$ cat src/rtl/cache_ctrl_pkg.sv
// Shared state encoding and width helpers for the cache miss controller.
// Pure declarations: no latency, no flow control.
package cache_ctrl_pkg;

  typedef logic [2:0] state_t;

  localparam state_t IDLE      = 3'd0;
  localparam state_t LOOKUP    = 3'd1;
  localparam state_t WRITEBACK = 3'd2;
  localparam state_t FETCH     = 3'd3;
  localparam state_t FILL      = 3'd4;
  localparam state_t RESPOND   = 3'd5;

  localparam int MAX_AW = 64;

  // Way index width never collapses to zero, even for a direct-mapped cache.
  function automatic int waysWidth(input int numWays);
    return (numWays > 2) ? $clog2(numWays) : 1;
  endfunction

  function automatic int offsetWidth(input int blockSize);
    return $clog2(blockSize);
  endfunction

  function automatic logic [MAX_AW-1:0] block_align(input logic [MAX_AW-1:0] addr, input int off);
    logic [MAX_AW-1:0] mask;
    mask = '1 << off;
    return addr & mask;
  endfunction

endpackage

$ cat src/rtl/cache_miss_controller_if.sv
// CPU, tag/data array and main-memory signals of the cache miss controller.
// master = controller side, slave = CPU/array/memory side.
interface cache_miss_controller_if #(
  parameter int NUM_WAYS      = 4,
  parameter int DATA_WIDTH    = 32,
  parameter int ADDRESS_WIDTH = 32
);
  import cache_ctrl_pkg::*;

  localparam int WW = waysWidth(NUM_WAYS);

  logic                     request;
  logic                     cpuWrite;
  logic [ADDRESS_WIDTH-1:0] cpuRequestAddress;
  logic [DATA_WIDTH-1:0]    dataFromRegister;
  logic [DATA_WIDTH-1:0]    dataToRegister;
  logic                     cpuReady;
  logic                     cpuError;

  logic                     lookupValid;
  logic [ADDRESS_WIDTH-1:0] lookupAddress;
  logic                     hit;
  logic [WW-1:0]            hitWay;
  logic [DATA_WIDTH-1:0]    readWord;
  logic [WW-1:0]            victimWay;
  logic                     victimValid;
  logic                     victimDirty;
  logic [ADDRESS_WIDTH-1:0] victimAddress;
  logic                     arrayWriteWord;
  logic [DATA_WIDTH-1:0]    writeWord;
  logic                     arrayFill;
  logic [WW-1:0]            arrayWay;

  logic                     memFetchReq;
  logic [ADDRESS_WIDTH-1:0] fetchAddress;
  logic                     memFetchAck;
  logic                     memWriteBackReq;
  logic [ADDRESS_WIDTH-1:0] writeBackAddress;
  logic                     memWriteBackAck;

  modport master (
    input  request, cpuWrite, cpuRequestAddress, dataFromRegister,
    input  hit, hitWay, readWord, victimWay, victimValid, victimDirty, victimAddress,
    input  memFetchAck, memWriteBackAck,
    output dataToRegister, cpuReady, cpuError,
    output lookupValid, lookupAddress, arrayWriteWord, writeWord, arrayFill, arrayWay,
    output memFetchReq, fetchAddress, memWriteBackReq, writeBackAddress
  );

  modport slave (
    output request, cpuWrite, cpuRequestAddress, dataFromRegister,
    output hit, hitWay, readWord, victimWay, victimValid, victimDirty, victimAddress,
    output memFetchAck, memWriteBackAck,
    input  dataToRegister, cpuReady, cpuError,
    input  lookupValid, lookupAddress, arrayWriteWord, writeWord, arrayFill, arrayWay,
    input  memFetchReq, fetchAddress, memWriteBackReq, writeBackAddress
  );

endinterface

$ cat src/rtl/mem_timeout_counter.sv
// Bounds a memory handshake wait; expired flags the last allowed waiting cycle.
// A wait lasts at most 2**COUNTER_WIDTH-1 cycles; clear takes priority over enable.
module mem_timeout_counter #(
  parameter int COUNTER_WIDTH = 8
) (
  input  logic clk,
  input  logic reset,
  input  logic clear,
  input  logic enable,
  output logic expired
);

  // Expires on the waiting cycle whose increment would bring the count to all ones.
  localparam logic [COUNTER_WIDTH-1:0] LAST = ~COUNTER_WIDTH'(1);

  logic [COUNTER_WIDTH-1:0] count;

  always_ff @(posedge clk) begin
    if (reset || clear) begin
      count <= '0;
    end else if (enable) begin
      count <= count + 1'b1;
    end
  end

  assign expired = enable && (count == LAST);

endmodule

$ cat src/rtl/cache_miss_controller.sv
// Blocking single-outstanding cache controller: lookup, dirty writeback, fetch, fill, replay.
// Hit completes 2 cycles after the request edge; requests arriving while busy are dropped.
module cache_miss_controller
  import cache_ctrl_pkg::*;
#(
  parameter int NUM_WAYS      = 4,
  parameter int DATA_WIDTH    = 32,
  parameter int BLOCK_SIZE    = 32,
  parameter int ADDRESS_WIDTH = 32,
  parameter int COUNTER_WIDTH = 8
) (
  input  logic clk,
  input  logic reset,
  cache_miss_controller_if.master bus
);

  localparam int WW  = waysWidth(NUM_WAYS);
  localparam int OFF = offsetWidth(BLOCK_SIZE);

  state_t                   state;
  state_t                   nextState;
  logic [ADDRESS_WIDTH-1:0] reqAddress;
  logic [ADDRESS_WIDTH-1:0] victimAddressQ;
  logic [DATA_WIDTH-1:0]    storeData;
  logic [DATA_WIDTH-1:0]    loadData;
  logic [WW-1:0]            victimWayQ;
  logic                     reqWrite;
  logic                     replayed;
  logic                     failed;
  logic                     waiting;
  logic                     timerClear;
  logic                     timerExpired;
  logic                     storeHit;

  assign waiting  = (state == WRITEBACK) || (state == FETCH);
  assign storeHit = (state == LOOKUP) && bus.hit && reqWrite;

  always_comb begin
    nextState = state;
    case (state)
      IDLE: begin
        if (bus.request) nextState = LOOKUP;
      end
      LOOKUP: begin
        if (bus.hit || replayed)                    nextState = RESPOND;
        else if (bus.victimValid && bus.victimDirty) nextState = WRITEBACK;
        else                                         nextState = FETCH;
      end
      WRITEBACK: begin
        if (bus.memWriteBackAck)   nextState = FETCH;
        else if (timerExpired)     nextState = RESPOND;
      end
      FETCH: begin
        if (bus.memFetchAck)       nextState = FILL;
        else if (timerExpired)     nextState = RESPOND;
      end
      FILL:    nextState = LOOKUP;
      RESPOND: nextState = IDLE;
      default: nextState = IDLE;
    endcase
  end

  // Restart the timeout on every entry into a memory wait, including WRITEBACK -> FETCH.
  assign timerClear = (nextState != state) && ((nextState == WRITEBACK) || (nextState == FETCH));

  mem_timeout_counter #(
    .COUNTER_WIDTH(COUNTER_WIDTH)
  ) timer (
    .clk     (clk),
    .reset   (reset),
    .clear   (timerClear),
    .enable  (waiting),
    .expired (timerExpired)
  );

  always_ff @(posedge clk) begin
    if (reset) begin
      state          <= IDLE;
      reqAddress     <= '0;
      reqWrite       <= 1'b0;
      storeData      <= '0;
      loadData       <= '0;
      victimWayQ     <= '0;
      victimAddressQ <= '0;
      replayed       <= 1'b0;
      failed         <= 1'b0;
    end else begin
      state <= nextState;
      case (state)
        IDLE: begin
          if (bus.request) begin
            reqAddress <= bus.cpuRequestAddress;
            reqWrite   <= bus.cpuWrite;
            storeData  <= bus.dataFromRegister;
            replayed   <= 1'b0;
            failed     <= 1'b0;
          end
        end
        LOOKUP: begin
          if (bus.hit) begin
            if (!reqWrite) loadData <= bus.readWord;
          end else if (replayed) begin
            // The freshly filled line still misses: give up instead of looping.
            failed <= 1'b1;
          end else begin
            victimWayQ     <= bus.victimWay;
            victimAddressQ <= bus.victimAddress;
          end
        end
        WRITEBACK: begin
          if (!bus.memWriteBackAck && timerExpired) failed <= 1'b1;
        end
        FETCH: begin
          if (!bus.memFetchAck && timerExpired) failed <= 1'b1;
        end
        FILL:    replayed <= 1'b1;
        default: ;
      endcase
    end
  end

  assign bus.lookupValid      = (state == LOOKUP);
  assign bus.lookupAddress    = reqAddress;
  assign bus.arrayWriteWord   = storeHit;
  assign bus.writeWord        = storeData;
  assign bus.arrayFill        = (state == FILL);
  assign bus.arrayWay         = storeHit ? bus.hitWay : ((state == FILL) ? victimWayQ : '0);
  assign bus.memFetchReq      = (state == FETCH);
  assign bus.fetchAddress     = ADDRESS_WIDTH'(block_align(MAX_AW'(reqAddress), OFF));
  assign bus.memWriteBackReq  = (state == WRITEBACK);
  assign bus.writeBackAddress = victimAddressQ;
  assign bus.cpuReady         = (state == RESPOND);
  assign bus.cpuError         = (state == RESPOND) && failed;
  assign bus.dataToRegister   = loadData;

endmodule

$ cat src/flat_wrapper.sv
// flat-port wrapper written by rule: the top's interface ports become plain ports
module cache_miss_controller_flat import cache_ctrl_pkg::*;
#(
  parameter int NUM_WAYS      = 4,
  parameter int DATA_WIDTH    = 32,
  parameter int BLOCK_SIZE    = 32,
  parameter int ADDRESS_WIDTH = 32,
  parameter int COUNTER_WIDTH = 8
)
  (clk, reset, bus_request, bus_cpuWrite, bus_cpuRequestAddress, bus_dataFromRegister, bus_hit, bus_hitWay, bus_readWord, bus_victimWay, bus_victimValid, bus_victimDirty, bus_victimAddress, bus_memFetchAck, bus_memWriteBackAck, bus_dataToRegister, bus_cpuReady, bus_cpuError, bus_lookupValid, bus_lookupAddress, bus_arrayWriteWord, bus_writeWord, bus_arrayFill, bus_arrayWay, bus_memFetchReq, bus_fetchAddress, bus_memWriteBackReq, bus_writeBackAddress);
  cache_miss_controller_if #(.NUM_WAYS(NUM_WAYS), .DATA_WIDTH(DATA_WIDTH), .ADDRESS_WIDTH(ADDRESS_WIDTH)) bus_i ();
  input  logic clk;
  input  logic reset;
  input wire logic [$bits(bus_i.request)-1:0] bus_request;
  input wire logic [$bits(bus_i.cpuWrite)-1:0] bus_cpuWrite;
  input wire logic [$bits(bus_i.cpuRequestAddress)-1:0] bus_cpuRequestAddress;
  input wire logic [$bits(bus_i.dataFromRegister)-1:0] bus_dataFromRegister;
  input wire logic [$bits(bus_i.hit)-1:0] bus_hit;
  input wire logic [$bits(bus_i.hitWay)-1:0] bus_hitWay;
  input wire logic [$bits(bus_i.readWord)-1:0] bus_readWord;
  input wire logic [$bits(bus_i.victimWay)-1:0] bus_victimWay;
  input wire logic [$bits(bus_i.victimValid)-1:0] bus_victimValid;
  input wire logic [$bits(bus_i.victimDirty)-1:0] bus_victimDirty;
  input wire logic [$bits(bus_i.victimAddress)-1:0] bus_victimAddress;
  input wire logic [$bits(bus_i.memFetchAck)-1:0] bus_memFetchAck;
  input wire logic [$bits(bus_i.memWriteBackAck)-1:0] bus_memWriteBackAck;
  output wire logic [$bits(bus_i.dataToRegister)-1:0] bus_dataToRegister;
  output wire logic [$bits(bus_i.cpuReady)-1:0] bus_cpuReady;
  output wire logic [$bits(bus_i.cpuError)-1:0] bus_cpuError;
  output wire logic [$bits(bus_i.lookupValid)-1:0] bus_lookupValid;
  output wire logic [$bits(bus_i.lookupAddress)-1:0] bus_lookupAddress;
  output wire logic [$bits(bus_i.arrayWriteWord)-1:0] bus_arrayWriteWord;
  output wire logic [$bits(bus_i.writeWord)-1:0] bus_writeWord;
  output wire logic [$bits(bus_i.arrayFill)-1:0] bus_arrayFill;
  output wire logic [$bits(bus_i.arrayWay)-1:0] bus_arrayWay;
  output wire logic [$bits(bus_i.memFetchReq)-1:0] bus_memFetchReq;
  output wire logic [$bits(bus_i.fetchAddress)-1:0] bus_fetchAddress;
  output wire logic [$bits(bus_i.memWriteBackReq)-1:0] bus_memWriteBackReq;
  output wire logic [$bits(bus_i.writeBackAddress)-1:0] bus_writeBackAddress;
  assign bus_i.request = bus_request;
  assign bus_i.cpuWrite = bus_cpuWrite;
  assign bus_i.cpuRequestAddress = bus_cpuRequestAddress;
  assign bus_i.dataFromRegister = bus_dataFromRegister;
  assign bus_i.hit = bus_hit;
  assign bus_i.hitWay = bus_hitWay;
  assign bus_i.readWord = bus_readWord;
  assign bus_i.victimWay = bus_victimWay;
  assign bus_i.victimValid = bus_victimValid;
  assign bus_i.victimDirty = bus_victimDirty;
  assign bus_i.victimAddress = bus_victimAddress;
  assign bus_i.memFetchAck = bus_memFetchAck;
  assign bus_i.memWriteBackAck = bus_memWriteBackAck;
  assign bus_dataToRegister = bus_i.dataToRegister;
  assign bus_cpuReady = bus_i.cpuReady;
  assign bus_cpuError = bus_i.cpuError;
  assign bus_lookupValid = bus_i.lookupValid;
  assign bus_lookupAddress = bus_i.lookupAddress;
  assign bus_arrayWriteWord = bus_i.arrayWriteWord;
  assign bus_writeWord = bus_i.writeWord;
  assign bus_arrayFill = bus_i.arrayFill;
  assign bus_arrayWay = bus_i.arrayWay;
  assign bus_memFetchReq = bus_i.memFetchReq;
  assign bus_fetchAddress = bus_i.fetchAddress;
  assign bus_memWriteBackReq = bus_i.memWriteBackReq;
  assign bus_writeBackAddress = bus_i.writeBackAddress;
  cache_miss_controller #(.NUM_WAYS(NUM_WAYS), .DATA_WIDTH(DATA_WIDTH), .BLOCK_SIZE(BLOCK_SIZE), .ADDRESS_WIDTH(ADDRESS_WIDTH), .COUNTER_WIDTH(COUNTER_WIDTH)) u_core (.clk(clk), .reset(reset), .bus(bus_i));
endmodule
$ cat config.mk
export PLATFORM = sky130hd
export DESIGN_NAME = cache_miss_controller_flat
export DESIGN_NICKNAME = d
export VERILOG_FILES = /design/src/rtl/cache_ctrl_pkg.sv /design/src/rtl/cache_miss_controller_if.sv /design/src/rtl/mem_timeout_counter.sv /design/src/rtl/cache_miss_controller.sv /design/src/flat_wrapper.sv
export SDC_FILE = /design/constraint.sdc
export NUM_CORES = 1
export LEC_CHECK = 0
export CORE_AREA = 3 3 110 133
export DETAILED_ROUTE_END_ITERATION = 6
export DIE_AREA = 0 0 113 136
export PLACE_DENSITY = 0.88
export SYNTH_ARGS = -nofsm -noshare
export SYNTH_HDL_FRONTEND = slang
export SYNTH_SLANG_ARGS = --single-unit
$ cat constraint.sdc
create_clock -name clk -period 2.8 [get_ports clk]
set_input_delay 0.56 -clock clk [delete_from_list [all_inputs] [get_ports clk]]
set_output_delay 0.56 -clock clk [all_outputs]
set_load 0.02 [all_outputs]
# Word-level counts from Yosys, hierarchy flattened
# Cells that the tools add are included.
word_totals:
  register_bits: 144
  input_bits: 141
  output_inout_bits: 169
classes:
  add_sub_neg: 1
  eq_ne: 14
  mux: 16
  n_bitwise: 3
  reduce_logical: 22
ops:
  columns: ["operator", "count"]
  rows:
  - ["$mux 3", 5]
  - ["$pmux 3 s5", 1]
  - ["$eq 3x2->1 const B", 4]
  - ["$add 8x1->8 const B", 1]
  - ["$eq 8x8->1 const B", 1]
  - ["$logic_and 1x1->1", 8]
  - ["$eq 3x3->1 const B", 2]
  - ["$mux 1", 6]
  - ["$ne 2x1->1 const B", 3]
  - ["$reduce_and 3->1", 2]
  - ["$reduce_and 6->1", 1]
  - ["$logic_or 1x1->1", 4]
  - ["$mux 2", 2]
  - ["$ne 2x2->1 const B", 2]
  - ["$pmux 1 s4", 1]
  - ["$reduce_and 2->1", 2]
  - ["$reduce_bool 4->1", 1]
  - ["$eq 3x1->1 const B", 1]
  - ["$logic_not 3->1", 1]
  - ["$ne 3x3->1", 1]
  - ["$not 1->1", 3]
  - ["$logic_not 1->1", 2]
  - ["$pmux 1 s2", 1]
  - ["$reduce_bool 2->1", 1]

# Depth between registers and ports, before layout
# Gate-level depths: netlist of run 1.
depth:
  ltp_word: 10
  depth_mapped: 7

# Hierarchy
# From an unflattened synthesis of run 1, not the netlist that was laid out.
hier_totals:
  cells_unflattened: 701
  hier_area_um2: 5948.2
modules_own_cells:
  columns: ["mod", "instances", "cells_each", "area_per_inst_um2", "seq_area_each_um2"]
  rows:
  - ["cache_miss_controller", 1, 659, 5579.1, 2722.6]
  - ["mem_timeout_counter", 1, 42, 369.1, 160.2]

# Worst setup path after synthesis of run 1
# No wires, ideal clock.
synth_timing:
  path_kind: "register to output"
  start: "register u_core.state[2]"
  end: "output bus_arrayWay[0]"
  arrival_time_ns: 1.423
  path_slack_ns: 0.817
  path_stages_with_launch: 5
  path_buffers: 1
  path_cell_list: "dfxtp_1 -> buf_4 -> nor3b_4 -> and3_1 -> a22o_1"
synth_via:
  elab_chain_cells: 4
  word_cells_on_any_way: 6
  classes_between: "eq/ne: 2; mux: 2; reduce/logical: 2"
synth_rtl:
  columns: ["element", "line_no", "rtl"]
  rows:
  - ["start, declared", "cache_miss_controller.sv:20", "state_t state;"]
  - ["start signal, assigned", "cache_miss_controller.sv:88", "state <= nextState;"]
  - ["$eq 3x1->1", null, null]
  - ["net bus_lookupValid", "flat_wrapper.sv:30", "output wire logic [$bits(bus_i.lookupValid)-1:0] bus_lookupValid;"]
  - ["$logic_and 1x1->1 (2 in a row)", "cache_miss_controller.sv:36", "assign storeHit = (state == LOOKUP) && bus.hit && reqWrite;"]
  - ["net bus_arrayWriteWord", "flat_wrapper.sv:32", "output wire logic [$bits(bus_i.arrayWriteWord)-1:0] bus_arrayWriteWord;"]
  - ["$mux 2", "cache_miss_controller.sv:127", "assign bus.arrayWay = storeHit ? bus.hitWay : ((state == FILL) ? victimWayQ : '0);"]
  - ["end, declared", "flat_wrapper.sv:35", "output wire logic [$bits(bus_i.arrayWay)-1:0] bus_arrayWay;"]
# The timed path passes the listed nets, and every way through them passes these cells.

# Final worst setup path of run 1
layout_timing:
  start: "register u_core.state[1]"
  end: "output bus_memWriteBackReq"
layout_via:
  elab_chain_cells: 1
layout_rtl:
  columns: ["element", "line_no", "rtl"]
  rows:
  - ["$eq 3x2->1", "cache_miss_controller.sv:130", "assign bus.memWriteBackReq = (state == WRITEBACK);"]
  - ["end, declared", "flat_wrapper.sv:38", "output wire logic [$bits(bus_i.memWriteBackReq)-1:0] bus_memWriteBackReq;"]
# Every way passes these cells.

==> impl_metrics.py, run 1 <==
metrics = {
    "critical_path": {
        "worst-path-max-fanout": 10,
        "cpMaxStageDelayCell": "clkdlybuf4s50_1",
        "crit_path_start_kind": "flip-flop",
        "r2r_setup_slack_ps": 990,
        "slowest_delay_ps": 690,
        "r2r_start": "u_core.state[0]$_SDFF_PP0_",
        "end_kind": "output port",
        "worstRegToRegCells": 6,
        "rr_endpoint": "u_core.bus.dataToRegister[7]$_SDFFE_PP0P_",
        "crit_path_frequent_cell": "nor2b_1",
        "crit_type": "reg -> out",
        "worstPathRequired_ps": 2240,
        "crit_arrival_ps": 2090,
        "worstPathCellList": "nor2b_1, nor2b_1, clkdlybuf4s50_1",
    },
    "power": {
        "switchingPower_mw": 1.757,
        "pwr-share-comb_pct": 24.7,
        "p_per_area_mw_per_mm2": 669.2,
        "leakage_nw": 3.250,
        "p_int_mw": 4.263,
        "swShare_pct": 29.19,
        "p_clk_share_pct": 36.3,
        "seqPwrFrac_pct": 39.0,
        "peakVddDrop_mv": 0.3793,
    },
    "timing": {
        "slew_violations": 0,
        "period_needed_ps": 2655,
        "hold_viol": 0,
        "rsz0062_at_grt": "no",
        "worst-slew-pin-transition_ps": 531.3,
        "relSlewSlack_pct": 64.48,
        "skew_ps": 21.95,
        "setup-tns-final_ps": 0,
        "period_share_pct": 94.81,
        "whs_ps": 451.1,
        "clock.fmax_mhz": 376.7,
        "setup_violations": 0,
    },
    "floorplanning": {
        "row_count": 46,
        "io-pin-count": 310,
        "design.die.area_sq_mm": 0.01537,
        "start_util_pct": 41.21,
        "die_width_um": 113,
        "core_area_sq_mm": 0.01335,
        "die_h_um": 136,
    },
    "hold_path": {
        "hold_path_end": "u_core.bus.writeBackAddress[23]$_SDFFE_PP0P_",
        "hp-class": "reg -> reg",
        "whs_path_depth": 2,
        "worst_hold_startpoint": "u_core.bus.writeBackAddress[23]$_SDFFE_PP0P_",
    },
    "detailed_routing": {
        "drt-initial-drc-count": 393,
        "ant_nets": 0,
        "vias": 5511,
        "drc": 0,
        "avgRoutedWirePerCell_um": 15.49,
        "drtPass1Iterations": 7,
        "routed_wl_um": 17570,
        "vias_per_cell": 4.860,
    },
    "synth": {
        "syn_inst": 692,
        "ys_warn_count": 0,
        "syn_area_per_cell_sq_um": 7.952,
        "synth_area_sq_mm": 0.005503,
        "seq_area_frac_synth_pct": 52.39,
        "ys_ff_latch": 144,
        "synth_cell_types": 35,
        "async_reset_ff_share_pct": 0,
        "synth_edf_count": 0,
        "synth_flop_cell": "dfxtp_1",
    },
    "grt": {
        "grt_max_degree": 67,
        "grt_remaining_overflow": 0,
        "grt.total_usage_pct": 22.34,
        "antenna_found_initial": 0,
        "grt_first_pass_wirelength_um": 27120,
        "first_global_vias": 5392,
    },
    "clock_tree": {
        "htreeDepth": 4,
        "cts-root-buf": "clkbuf_16",
        "cts_tree": "done",
        "cts.sinks": 144,
        "cts_made_buffers": 17,
        "cts_buffer_depth": 2,
        "post-cts-setup-buffer-count": 0,
        "clk-insertion-delay-late_ps": 430,
        "clk_pin_slew_ps": 60,
    },
    "final_layout": {
        "finish.utilization_pct": 67.37,
        "final_cell_mix": "clkdlybuf4s50_1, nand2_1, dfxtp_1",
        "n_antenna_cell": 0,
        "final_net_count": 1096,
        "instances_no_fill": 1134,
        "final_common_cell": "clkdlybuf4s50_1",
        "drive_gt1_share_pct": 5.072,
        "area_growth_pct": 63.48,
        "fill_cells": 1045,
    },
    "placed_design": {
        "dp_hpwl_um": 12620,
        "post-place-cells": 1102,
        "gp_congestion": 0.8294,
        "port_buffers": 304,
    },
    "flow_run": {
        "max_cap_viol_count": 0,
    },
    "status": {
        "status": "finished clean",
    },
}
## worst max-delay path by stage
stage,start,cells after the start,slack [ps],endpoint
floorplan,u_core.state[2]$_SDFF_PP0_,4,820,bus_arrayWay[0]
global placement,bus_hit,4,180,bus_arrayWay[1]
detailed placement,bus_hit,4,190,bus_arrayWay[1]
CTS,u_core.state[0]$_SDFF_PP0_,4,20,bus_arrayWay[0]
global route,u_core.state[1]$_SDFF_PP0_,3,20,bus_memWriteBackReq
finish,u_core.state[1]$_SDFF_PP0_,3,150,bus_memWriteBackReq
## flip-flops by register name, summed over array words and instances (netlist names)
register                     count
u_core.replayed                  1
u_core.bus.writeBackAddress     32
u_core.failed                    1
u_core.state                     3
u_core.victimWayQ                2
u_core.reqWrite                  1
u_core.bus.dataToRegister       32
u_core.bus.writeWord            32
u_core.bus.lookupAddress        32
u_core.timer.count               8
## synth_stat cells (4+ instances only)
cell	n	area share, %
dfxtp_1	144	52
buf_2	7	0.64
xor2_1	6	0.95
a21oi_1	134	12
clkbuf_1	25	1.7
buf_6	4	0.82
nor2_1	13	0.89
nand2_1	267	18
buf_4	39	5.3
and2_1	4	0.45
o21ai_0	6	0.55
nand4_1	5	0.57
## per-stage QoR
stage	total power, mW	setup slack (ps)	cell area, sq um
floorplan	3.183	816.9	5518
global route	6.282	22.75	8996
CTS	6.063	18.20	8994
detailed placement	3.878	188.7	8427
finish	6.020	145.3	8996
global placement	3.848	177.6	8427
## power groups by stage
stage | clock, mW | sequential, mW | combinational, mW
final | 2.18 | 2.35 | 1.48
after global placement | 0 | 2.38 | 1.47
after CTS | 2.22 | 2.35 | 1.49
after detailed placement | 0 | 2.39 | 1.49
after global routing | 2.31 | 2.37 | 1.59
after floorplan | 0 | 2.56 | 0.621
## cell families (layout without fill, tap and decap cells)
logic type                 count (synthesis)  in the layout  synth area share, %
and+or+nand+nor                          309            309                23.03
AOI/OAI and AO/OA                        149            149                14.12
DFF                                      144            144                52.39
buffers and inverters                     80            350                8.822
xor gates and xnor gates                   7              7                1.114
adders and majority gates                  2              2               0.4547
other                                      1              5              0.06815
## metal layers
layer | vias to the layer above | GRT usage (%) | routed length [um]
li1 | 2728 | - | -
met1 | 2539 | 23.45 | 6439
met2 | 211 | 40.45 | 9312
met3 | 33 | 7.569 | 1375
met4 | 0 | 9.552 | 442
met5 | - | 0 | 0
## worst max-delay path: cells and delay by family, from the launching register on
family                 cells  cell delay [ps]
DFF                        1              460
buffers and inverters      1              690
and+or+nand+nor            2              510
## layout make-up
type	count	area, sq um	area share (%)
sequential	144	2885	32.07
clock buffer	22	454.2	5.049
inverter	2	7.507	0.08345
multi-input combinational	472	2158	23.99
timing repair buffer	316	3168	35.22
clock inverter	10	112.6	1.252
tap	168	210.2	2.337
## what timing repair did
item | 4_1_cts | 5_1_grt
resized for setup | 0 | 2
endpoints found under the hold margin | 0 | 0
setup endpoints to repair | 0 | 3
hold buffers | 0 | 0
Power figures use the tool's default switching activity.
==> run 2: changes to the inputs <==
--- a/config.mk
+++ b/config.mk
@@ -5,10 +5,10 @@
 export SDC_FILE = /design/constraint.sdc
 export NUM_CORES = 1
 export LEC_CHECK = 0
-export CORE_AREA = 3 3 110 133
+export CORE_AREA = 2 2 113 137
 export DETAILED_ROUTE_END_ITERATION = 6
-export DIE_AREA = 0 0 113 136
-export PLACE_DENSITY = 0.88
+export DIE_AREA = 0 0 115 139
+export PLACE_DENSITY = 0.83
 export SYNTH_ARGS = -nofsm -noshare
 export SYNTH_HDL_FRONTEND = slang
 export SYNTH_SLANG_ARGS = --single-unit
==> constraint.sdc (replaced) <==
create_clock -name clk -period 2.9 [get_ports clk]
set_input_delay 0.58 -clock clk [delete_from_list [all_inputs] [get_ports clk]]
set_output_delay 0.58 -clock clk [all_outputs]
set_load 0.02 [all_outputs]
==> run 2 against run 1 <==
Compared with the run above: global-route usage shrank 0.97 points; worst hold slack lost 0.52 ps; clock skew shrank 15 ps; via count shrank 0.11%; flip-flop and latch count is the same; clock-buffer cell count shrank 1; register-to-register slack lost 60 ps; routed wire length shrank 1.1%.
==> impl_metrics.py, run 2 (synthesized netlist as in run 1, its figures left out) <==
metrics = {
    "status": {
        "status": "finished clean",
    },
    "detailed_routing": {
        "drt-initial-drc-count": 311,
        "vias": 5505,
        "routed_wl_um": 17380,
        "vias_per_cell": 4.825,
        "drtPass1Iterations": 4,
        "avgRoutedWirePerCell_um": 15.23,
        "drc": 0,
        "ant_nets": 0,
    },
    "final_layout": {
        "area_growth_pct": 63.64,
        "multiInputGateArea_sq_mm": 0.002161,
        "n_antenna_cell": 0,
        "final_net_count": 1095,
        "regArea_sq_mm": 0.002884,
        "final_cell_mix": "clkdlybuf4s50_1, nand2_1, dfxtp_1",
        "final_common_cell": "clkdlybuf4s50_1",
        "fill_cells": 1273,
        "finish.utilization_pct": 61.20,
        "drive_gt1_share_pct": 4.984,
    },
    "grt": {
        "grt.total_usage_pct": 21.37,
        "grt_remaining_overflow": 0,
        "grt_max_degree": 59,
        "first_global_vias": 5329,
        "antenna_found_initial": 0,
        "grt_first_pass_wirelength_um": 26790,
    },
    "critical_path": {
        "worst-path-max-fanout": 12,
        "end_kind": "output port",
        "crit_arrival_ps": 2230,
        "crit_type": "reg -> out",
        "crit_path_start_kind": "flip-flop",
        "worstPathRequired_ps": 2320,
    },
    "timing": {
        "slew_violations": 0,
        "relSlewSlack_pct": 62.03,
        "worst-slew-pin-transition_ps": 569.6,
        "setup_violations": 0,
        "period_needed_ps": 2810,
        "hold_viol": 0,
        "period_share_pct": 96.91,
        "setup-tns-final_ps": 0,
        "clock.fmax_mhz": 355.8,
        "rsz0062_at_grt": "no",
        "skew_ps": 6.736,
    },
    "clock_tree": {
        "htreeDepth": 4,
        "clk_pin_slew_ps": 60,
        "cts.sinks": 144,
        "post-cts-setup-buffer-count": 0,
        "cts_made_buffers": 17,
        "cts_buffer_depth": 2,
        "cts_tree": "done",
        "cts-root-buf": "clkbuf_16",
        "clk-insertion-delay-late_ps": 420,
    },
    "power": {
        "p_total_mw": 5.913,
        "peakVddDrop_mv": 0.3912,
        "leakage_nw": 3.250,
        "p_per_area_mw_per_mm2": 656.6,
    },
    "placed_design": {
        "gp_congestion": 0.8005,
        "dp_hpwl_um": 12330,
        "port_buffers": 304,
    },
    "flow_run": {
        "max_cap_viol_count": 0,
    },
    "floorplanning": {
        "die_h_um": 139,
        "row_count": 49,
        "start_util_pct": 37.40,
        "die_width_um": 115,
        "design.die.area_sq_mm": 0.01599,
        "core_area_sq_mm": 0.01471,
        "io-pin-count": 310,
    },
    "hold_path": {
        "hp-class": "reg -> reg",
    },
}
==> run 2: per-layer routing <==
| metal | share of wire [%] | wire [um] | vias to the layer above | global-route usage (%) |
|---|---|---|---|---|
| li1 | - | - | 2726 | - |
| met5 | 0 | 0 | - | 0 |
| met4 | 3.9 | 673 | 0 | 11.60 |
| met2 | 50 | 8648 | 218 | 36.44 |
| met3 | 7.2 | 1245 | 52 | 6.774 |
| met1 | 39 | 6810 | 2509 | 23.25 |
==> run 2: what timing repair did <==
| item | 4_1_cts | 5_1_grt |
|---|---|---|
| hold endpoints to repair | 0 | 0 |
| setup endpoints to repair | 0 | 3 |
| resized for setup | 0 | 2 |
| hold buffers | 0 | 0 |
==> run 2: area by class of cell <==
| type | count | area share [%] |
|---|---|---|
| repair buffers | 315 | 34.82 |
| flip-flops and latches | 144 | 32.03 |
| multi-input cells | 472 | 24.00 |
| clock buffers | 21 | 5.113 |
| well taps | 178 | 2.473 |
| clock inverters | 9 | 1.487 |
| inverters | 2 | 0.08337 |
==> run 2: final timing paths <==
path                                                              startpoint                                           end  slack (ps)  cells after the start
worst max register to register                    u_core.state[0]$_SDFF_PP0_     u_core.bus.dataToRegister[0]$_SDFFE_PP0P_         930                      5
worst max-delay path                              u_core.state[1]$_SDFF_PP0_                               bus_memFetchReq          90                      4
worst min-delay path            u_core.bus.writeBackAddress[31]$_SDFFE_PP0P_  u_core.bus.writeBackAddress[31]$_SDFFE_PP0P_         450                      2
worst min register to register  u_core.bus.writeBackAddress[31]$_SDFFE_PP0P_  u_core.bus.writeBackAddress[31]$_SDFFE_PP0P_         450                      2
==> run 2: power by group <==
group	total, mW	leakage [nW]	internal, mW	switching, mW
combinational	1.41	1.79	0.665	0.749
sequential	2.27	1.17	2.15	0.121
clock	2.22	0.289	1.39	0.834
==> run 2: critical path, cell delays in order, from the launching register on <==
cell and delay [ps]:
dfxtp_1 570, nor2b_1 220, buf_4 210, and2_1 170, clkdlybuf4s50_1 640
==> run 2: per-stage QoR <==
| step | hold slack (ps) | area [sq um] | std cells | worst slack (ps) |
|---|---|---|---|---|
| after global routing | 465.1 | 9005 | 1141 | 12.79 |
| final | 450.6 | 9005 | 1141 | 89.72 |
| after CTS | 453.6 | 9001 | 1141 | 13.68 |
| after global placement | 440.3 | 8407 | 1111 | 295.2 |
| after floorplan | 436.6 | 5518 | 696 | 896.9 |
| after detailed placement | 445.6 | 8407 | 1111 | 273.8 |
==> run 3: changes to the inputs <==
--- a/config.mk
+++ b/config.mk
@@ -8,7 +8,8 @@
 export CORE_AREA = 2 2 113 137
 export DETAILED_ROUTE_END_ITERATION = 6
 export DIE_AREA = 0 0 115 139
-export PLACE_DENSITY = 0.83
+export PLACE_DENSITY = 0.86
+export SLEW_MARGIN = 30
 export SYNTH_ARGS = -nofsm -noshare
 export SYNTH_HDL_FRONTEND = slang
 export SYNTH_SLANG_ARGS = --single-unit
==> run 3 against run 2 <==
Compared with the run above: clock power decreased by 11%; power fell by 4.1%; global-route usage is 0.47 points lower; non-clock buffer count shrank 2; sequential power barely moved; flip-flop and latch count stayed put; first-iteration DRC count is the same; die area is the same; sequential share of layout area up 0.18 points; routed wire length shrank 3.1%; design area fell by 0.51%; critical path depth unchanged; critical endpoint is now bus_arrayWay[1]; highest routed layer unchanged.
==> impl_metrics.py, run 3 (synthesized netlist as in run 1, its figures left out) <==
metrics = {
    "status": {
        "status": "finished clean",
    },
    "grt": {
        "grt_max_degree": 79,
        "grt.total_usage_pct": 20.90,
        "first_global_vias": 5319,
        "grt_first_pass_wirelength_um": 26370,
        "antenna_found_initial": 0,
        "grt_remaining_overflow": 0,
    },
    "timing": {
        "rsz0062_at_grt": "no",
        "period_needed_ps": 2793,
        "clock.fmax_mhz": 358.1,
        "hold_viol": 0,
        "relSlewSlack_pct": 64.05,
        "worst-slew-pin-transition_ps": 538.7,
        "setup-tns-final_ps": 0,
        "whs_ps": 451.1,
        "setup_violations": 0,
        "slew_violations": 0,
        "skew_ps": 6.682,
        "period_share_pct": 96.31,
    },
    "detailed_routing": {
        "drc": 0,
        "routed_wl_um": 16830,
        "ant_nets": 0,
        "drt-initial-drc-count": 311,
        "drtPass1Iterations": 5,
        "vias": 5398,
        "vias_per_cell": 4.748,
        "avgRoutedWirePerCell_um": 14.81,
    },
    "floorplanning": {
        "design.die.area_sq_mm": 0.01599,
        "row_count": 49,
        "core_area_sq_mm": 0.01471,
        "io-pin-count": 310,
        "die_h_um": 139,
        "die_width_um": 115,
        "start_util_pct": 37.40,
    },
    "placed_design": {
        "gp_congestion": 0.8869,
        "post-place-cells": 1109,
        "port_buffers": 304,
        "dp_hpwl_um": 12190,
    },
    "flow_run": {
        "max_cap_viol_count": 0,
    },
    "final_layout": {
        "multiInputGateArea_sq_mm": 0.002158,
        "final_net_count": 1093,
        "area_growth_pct": 62.80,
        "fill_cells": 1232,
        "regArea_sq_mm": 0.002885,
        "final_cell_mix": "clkdlybuf4s50_1, nand2_1, dfxtp_1",
        "instances_no_fill": 1137,
        "drive_gt1_share_pct": 4.484,
        "final_common_cell": "clkdlybuf4s50_1",
        "n_antenna_cell": 0,
    },
    "critical_path": {
        "crit_arrival_ps": 2210,
        "crit_type": "reg -> out",
        "cpMaxStageDelayCell": "clkdlybuf4s50_1",
        "crit_path_start_kind": "flip-flop",
        "worstPathCellList": "nor3b_4, and3_1, a22o_1, clkdlybuf4s50_1",
        "r2r_setup_slack_ps": 1060,
        "worstPathRequired_ps": 2320,
        "slowest_delay_ps": 620,
        "worst-path-max-fanout": 11,
        "end_kind": "output port",
    },
    "power": {
        "p_per_area_mw_per_mm2": 632.7,
        "peakVddDrop_mv": 0.3827,
        "leakage_nw": 3.213,
        "p_total_mw": 5.668,
    },
    "clock_tree": {
        "cts-root-buf": "clkbuf_16",
        "clk_pin_slew_ps": 60,
        "clk-insertion-delay-late_ps": 410,
        "cts_made_buffers": 17,
        "cts.sinks": 144,
        "cts_buffer_depth": 2,
        "cts_tree": "done",
        "htreeDepth": 4,
    },
    "hold_path": {
        "hp-class": "reg -> reg",
    },
}
## run 3: layout make-up
class                   count  area share [%]
inverters                   2         0.08380
clock inverters             6          0.6983
well taps                 178           2.486
repair buffers            313           35.25
clock buffers              22           5.182
multi-input cells         472           24.09
flip-flops and latches    144           32.21
## run 3: metal layers
layer	track usage [%]	vias up	share of wire (%)	routed length (um)
met5	0	-	0	0
li1	-	2709	-	-
met4	9.639	0	3.0	512
met2	36.50	222	51	8577
met3	6.818	35	7.8	1320
met1	22.59	2432	38	6424
## run 3: stage by stage
stage | util, % | area, sq um | setup WS [ps]
6_report | 60.88 | 8959 | 107.1
5_1_grt | 60.88 | 8959 | 17.04
3_3_place_gp | 57.29 | 8429 | 193.4
4_1_cts | 60.88 | 8957 | 78.68
3_5_place_dp | 57.29 | 8429 | 178.8
2_1_floorplan | - | 5518 | 896.9
## run 3: path summary, 6_finish.rpt
| kind | startpoint | to | cells past startpoint |
|---|---|---|---|
| worst max-delay path | u_core.state[0]$_SDFF_PP0_ | bus_arrayWay[1] | 4 |
| worst min-delay path | u_core.bus.writeBackAddress[4]$_SDFFE_PP0P_ | u_core.bus.writeBackAddress[4]$_SDFFE_PP0P_ | 2 |
| worst max register to register | u_core.state[0]$_SDFF_PP0_ | u_core.bus.dataToRegister[12]$_SDFFE_PP0P_ | 5 |
| worst min register to register | u_core.bus.writeBackAddress[4]$_SDFFE_PP0P_ | u_core.bus.writeBackAddress[4]$_SDFFE_PP0P_ | 2 |
## run 3: power breakdown
group | switching [mW] | internal [mW]
logic | 0.749 | 0.676
clock network | 0.773 | 1.20
registers | 0.114 | 2.15
## run 3: repair_timing
action	CTS	global route
hold buffers	0	0
setup endpoints to repair	2	1
setup buffers	0	0
resized for setup	1	1
## run 3: critical path, delay by kind of cell (launching register included)
kind / cells / cell delay [ps]
buffers and inverters: 1 / 620
and+or+nand+nor: 2 / 590
DFF: 1 / 440
AOI/OAI and AO/OA: 1 / 150
